<file path="config.mk">
export PLATFORM = sky130hd
export DESIGN_NAME = led_rate_scheduler
export DESIGN_NICKNAME = d
export VERILOG_FILES = /design/src/rtl/led_rate_scheduler.sv
export SDC_FILE = /design/constraint.sdc
export NUM_CORES = 1
export LEC_CHECK = 0
export BUFFER_PORTS_ARGS = -buffer_cell sky130_fd_sc_hd__buf_2
export CORE_UTILIZATION = 53
export DETAILED_ROUTE_END_ITERATION = 7
export PLACE_DENSITY = 0.84
export SKIP_CTS_REPAIR_TIMING = 1
export SYNTH_ARGS = -nofsm -noshare
export SYNTH_HDL_FRONTEND = slang
export SYNTH_SLANG_ARGS = --single-unit
</file>
<file path="constraint.sdc">
create_clock -name CLOCK -period 4.41 [get_ports CLOCK]
set_input_delay 0.441 -clock CLOCK [delete_from_list [all_inputs] [get_ports CLOCK]]
set_output_delay 0.441 -clock CLOCK [all_outputs]
set_load 0.02 [all_outputs]
</file>
<file path="src/rtl/led_rate_scheduler.sv">
// Blink-rate scheduler for the LED strip path.
// A down-counter prescaler, reloaded from the rate selected by MOD, toggles the
// `ok` strobe once per period. A rate change takes effect only when the current
// period expires, so `ok` never sees a shortened or stretched period mid-flight.
module led_rate_scheduler #(
  parameter int CNT_W    = 24,
  parameter int DIV_SLOW = 100,
  parameter int DIV_MED  = 50,
  parameter int DIV_FAST = 10
) (
  input  logic        CLOCK,
  input  logic        RESET,
  input  logic [1:0]  MOD,
  output logic        ok,
  output logic        tick,
  output logic [1:0]  active_mod,
  output logic [15:0] toggles
);

  // Counter reload values: a period of DIV cycles counts DIV-1 down to 0.
  localparam logic [CNT_W-1:0] RLD_SLOW = CNT_W'(DIV_SLOW - 1);
  localparam logic [CNT_W-1:0] RLD_MED  = CNT_W'(DIV_MED - 1);
  localparam logic [CNT_W-1:0] RLD_FAST = CNT_W'(DIV_FAST - 1);

  typedef enum logic {IDLE, RUN} state_t;

  state_t            state_q;
  logic [CNT_W-1:0]  cnt_q;
  logic              ok_q;
  logic              tick_q;
  logic [1:0]        active_mod_q;
  logic [15:0]       toggles_q;

  // Map a rate select onto the counter reload value (0 is never loaded while running).
  function automatic logic [CNT_W-1:0] reload_of(input logic [1:0] m);
    case (m)
      2'd1:    reload_of = RLD_SLOW;
      2'd2:    reload_of = RLD_MED;
      2'd3:    reload_of = RLD_FAST;
      default: reload_of = '0;
    endcase
  endfunction

  // Scheduler FSM: all outputs are registered here, so MOD never reaches them combinationally.
  always_ff @(posedge CLOCK or posedge RESET) begin
    if (RESET) begin
      state_q      <= IDLE;
      cnt_q        <= '0;
      ok_q         <= 1'b0;
      tick_q       <= 1'b0;
      active_mod_q <= 2'd0;
      toggles_q    <= 16'd0;
    end else begin
      case (state_q)
        IDLE: begin
          ok_q   <= 1'b0;
          tick_q <= 1'b0;
          if (MOD != 2'd0) begin
            state_q      <= RUN;
            active_mod_q <= MOD;
            cnt_q        <= reload_of(MOD);
            toggles_q    <= 16'd0;
          end
        end
        RUN: begin
          if (MOD == 2'd0) begin
            // Disabling wins over a coinciding expiry: no toggle, no count.
            state_q      <= IDLE;
            ok_q         <= 1'b0;
            tick_q       <= 1'b0;
            active_mod_q <= 2'd0;
          end else if (cnt_q != '0) begin
            // Mid-period: keep counting at the old rate even if MOD changed.
            cnt_q  <= cnt_q - 1'b1;
            tick_q <= 1'b0;
          end else begin
            // Period boundary: toggle, and adopt whatever MOD is right now.
            ok_q         <= ~ok_q;
            tick_q       <= 1'b1;
            toggles_q    <= toggles_q + 16'd1;
            cnt_q        <= reload_of(MOD);
            active_mod_q <= MOD;
          end
        end
        default: begin
          state_q <= IDLE;
        end
      endcase
    end
  end

  assign ok         = ok_q;
  assign tick       = tick_q;
  assign active_mod = active_mod_q;
  assign toggles    = toggles_q;

endmodule
</file>
# --- Word-level counts from Yosys, hierarchy flattened ---
# Cells that the tools add are included.
classes:
  addsub: 2
  n_eq_ne: 7
  mux: 22
  bitwise: 2
  n_reduce_logical: 6
op_table:
  columns: ["cell", "count"]
  rows:
  - ["24-bit 2-to-1 mux", 3]
  - ["16-bit 2-to-1 mux", 3]
  - ["24-bit case mux with 2 select lines", 1]
  - ["16-bit case mux with 2 select lines", 1]
  - ["24-bit nonzero test", 1]
  - ["24-bit by 1-bit subtractor with 24-bit output (second input constant)", 1]
  - ["7-bit case mux with 3 select lines", 1]
  - ["16-bit by 1-bit adder with 16-bit output (second input constant)", 1]
  - ["1-bit 2-to-1 mux", 6]
  - ["2-bit 2-to-1 mux", 3]
  - ["2-bit != test (second input constant)", 3]
  - ["1-bit case mux with 2 select lines", 3]
  - ["2-bit equality test (second input constant)", 2]
  - ["2-bit case mux with 2 select lines", 1]
  - ["2-bit AND reduction", 2]
  - ["3-bit != test (second input constant)", 1]
  - ["3-bit AND reduction", 1]
  - ["2-bit by 1-bit equality test with 1-bit output (second input constant)", 1]
  - ["2-bit logical NOT", 1]
  - ["1-bit NOT", 2]
  - ["2-bit nonzero test", 1]
word_totals:
  reg_bits: 45
  in_bits: 4
  output_inout_bits: 20
  wordCells: 45

# --- Depth between registers and ports, before layout ---
depth:
  depth_word: 5
  ltp_mapped: 8
  ltp_nobuf: 7

# --- Worst setup path before layout ---
# OpenSTA, ideal clock, no wires.
synth_path:
  path_kind: "reg2reg"
  start: "register cnt_q[0]"
  end: "register toggles_q[14], in the netlist toggles[14]"
  arrival_ps: 2156
  required_ps: 4341
  slack_ps: 2184
  stages_incl_launch_ff: 8
  n_path_buf: 0
  synth_period_minus_slack_ps: 2226
  cell_sequence: "dfrtp_1 inv_1 ha_1 nor4b_2 nand3_2 or4_4 or4_1 nand3_1"
synth_between:
  elab_chain_len: 3
synth_lines:
  columns: ["item", "line", "source"]
  rows:
  - ["from (decl)", "28", "logic [CNT_W-1:0] cnt_q;"]
  - ["from (signal assigned)", "61", "cnt_q <= reload_of(MOD);"]
  - ["from (signal assigned)", "74", "cnt_q <= cnt_q - 1'b1;"]
  - ["from (signal assigned)", "81", "cnt_q <= reload_of(MOD);"]
  - ["24-bit nonzero test", "72", "end else if (cnt_q != '0) begin"]
  - ["2-bit != test (no line)", null, null]
  - ["3-bit AND reduction (no line)", null, null]
  - ["to (signal assigned)", "80", "toggles_q <= toggles_q + 16'd1;"]
  - ["to (decl)", "32", "logic [15:0] toggles_q;"]
# No other way between the ends.
# A chain may end at the register's enable or synchronous reset.

# --- Worst setup path in the final report ---
layout_path:
  start: "register cnt_q[6]"
  end: "register toggles_q[2], in the netlist toggles[2]"
# Same word-level chain as after synthesis.

==> results.ini <==
[outcome]
status = finished, final reports clean

[timing]
totalNegativeSetupSlack_ps = 0
fmax_mhz = 368
fin_ws_ps = 1690
rsz0062_at_grt = no
finalHoldViolCount = 0
drv_slew = 0
setup_viol = 0
finClkSkew_ps = 9.89
fin_hold_ws_ps = 345
max_slew_margin_pct = 22.0
finalCritPeriodShare_pct = 61.6
fin_crit_ps = 2720
worst_pin_slew_ps = 1160

[synthesis]
ys_seq_area_share_pct = 41.8
async_flop_share_pct = 100
synthCells = 297
synth_area_per_cell_um2 = 9.07
yosys-top-cells-area = dfrtp_1 (42%), nand2_1 (4.7%), nand3_1 (3.9%)
synth_top_area_share_pct = 41.8
synth_edf_count = 0
synthFlopType = dfrtp_1
yosys_warnings = 0
synth_area_mm2 = 0.00269
ys_types = 51
synth_top_area_cell = dfrtp_1
ys_ff_latch = 45
synth_fp_nets = 309

[die]
die_area_mm2 = 0.00537
die_y_um = 73.3
die_w_um = 73.3
start_util_pct = 55.9
core_area_mm2 = 0.00482
row_count = 25
ios = 24

[finish]
antenna_cells = 0
fin_nets = 325
final_util_pct = 61.2
syn_to_final_growth_pct = 9.53
drive_gt1_share_pct = 14.6
fill_cells = 421
stdcell_area_mm2 = 0.00295

[clock_tree]
clkSlewWorstSetupHoldPaths_ps = 90
clock_sink_count = 45
cts_tree = done
worstSkewPairLatency_ps = 300
cts_buffers = 5
cts.path.max_buffers = 2
clockRootBuffer = clkbuf_8
cts_htree_levels = 2

[worst_setup_path]
crit_fanout = 11
worst-r2r-setup-slack_ps = 1690
start_kind = register
critPathKind = register to register
r2r-end = toggles[2]$_DFFE_PP0P_
r2r_cells = 5
end_kind = register
required_ps = 4610
cp_data_arrival_time_ps = 2910
worstReg2RegStart = cnt_q[6]$_DFFE_PP0P_
cp-endpoint = toggles[2]$_DFFE_PP0P_
crit_start = cnt_q[6]$_DFFE_PP0P_

[routing]
ant_nets = 0
drt_iter0_drc = 129
first_pass_iters = 4
drc = 0
avgViaCountPerCell = 6.14
vias = 2340
wl_per_cell_um = 15.1
wirelength_um = 5750

[placed_design]
port_buffers = 23
dpl_cell_area_mm2 = 0.00284
hpwl_um = 3830
place.gp.congestion = 0.811
place_ws_ps = 1520

[grt]
grt_max_degree = 46
antenna_found_initial = 0
grt_usage_pct = 23.1
grt_pass1_wl_um = 9480
grt_pass1_vias = 2051
overflow = 0

[pwr]
ir_worst_vdd_mv = 0.343
p_leak_uw = 0.00136
power.density_mw_per_mm2 = 498

[job]
drv_cap = 0

[hold_path]
hp-class = primary input to asynchronous set/reset pin

Yosys cell counts (7+ instances only):
master and number:
nor3_1 13, a21oi_1 11, nor2_1 22, dfrtp_1 45, inv_1 8, o21ai_0 10
clkbuf_1 14, or3_1 7, ha_1 8, a211o_1 7, or4_1 9, nor4_1 7
nand3_1 21, nand2_1 34
stage by stage:
| step | total power [uW] | cells |
|---|---|---|
| after floorplan | 1040 | 297 |
| after global placement | 1140 | 373 |
| after detailed placement | 1160 | 373 |
| after CTS | 1470 | 381 |
| after global routing | 1570 | 381 |
| final | 1470 | 381 |
per-layer routing:
metal / up-vias / track usage, % / wire length [um]
li1: 1148 / - / -
met1: 1134 / 32.3 / 2730
met2: 52 / 35.5 / 2710
met3: 6 / 5.21 / 238
met4: 0 / 7.63 / 72
met5: - / 0 / 0
critical path, cell delays in order, from the launching register on:
cell	delay, ps
dfrtp_1	480
nor4_4	500
nand3_2	230
nor3_1	940
a21oi_1	170
a211o_1	300
layout by cell type (no fill, tap or decap), drive strengths merged, types with 3 or more instances in the layout:
master,count
a21oi,11
nand2b,4
o21ai,10
clkbuf,6
mux2,4
ha,8
or3,7
nand3,23
o211ai,6
nand4,6
a32oi,3
nand2,35
nor4,8
nor2,22
nor3,16
and3,6
o31ai,3
mux2i,3
buf,25
dfrtp,45
or4,10
inv,8
xnor2,5
a211o,7
report_power, final:
part           total, uW  leakage (uW)  internal (uW)  switching (uW)
Sequential           629      0.000590            502             127
Combinational        529      0.000711            197             332
Clock                312     0.0000554            170             142
Total               1470       0.00136            869             600
worst min path at each step:
stage / cells past startpoint / slack, ps / start / endpoint
after CTS: 2 / 370 / RESET / toggles[3]$_DFFE_PP0P_
final: 2 / 350 / RESET / cnt_q[19]$_DFFE_PP0P_
after detailed placement: 1 / 480 / active_mod[0]$_DFFE_PP0P_ / active_mod[0]$_DFFE_PP0P_
after floorplan: 1 / 510 / cnt_q[3]$_DFFE_PP0P_ / cnt_q[3]$_DFFE_PP0P_
after global routing: 2 / 420 / RESET / cnt_q[19]$_DFFE_PP0P_
after global placement: 1 / 490 / active_mod[0]$_DFFE_PP0P_ / active_mod[0]$_DFFE_PP0P_
sequential cells by signal, summed over array words and instances, names as in the netlist:
| register | count |
|---|---|
| cnt_q | 24 |
| tick | 1 |
| state_q | 1 |
| toggles | 16 |
| active_mod | 2 |
| ok | 1 |
layout make-up:
type	count	area (um2)	area share, %
repair buffers	25	130	4.41
clock inverters	2	38.8	1.32
inverters	8	30.0	1.02
well taps	67	83.8	2.84
multi-input cells	228	1470	49.8
flip-flops and latches	45	1130	38.2
clock buffers	6	72.6	2.46
cells by family after synthesis:
family | count (synthesis) | share of synthesized area [%]
fa+ha+maj | 8 | 3.72
buf+inv | 24 | 3.67
flops | 45 | 41.8
simple gates | 144 | 29.2
mux | 7 | 2.79
compound gates | 63 | 16.8
xor+xnor | 6 | 1.95
No activity file was read; power rests on OpenSTA's default activity.
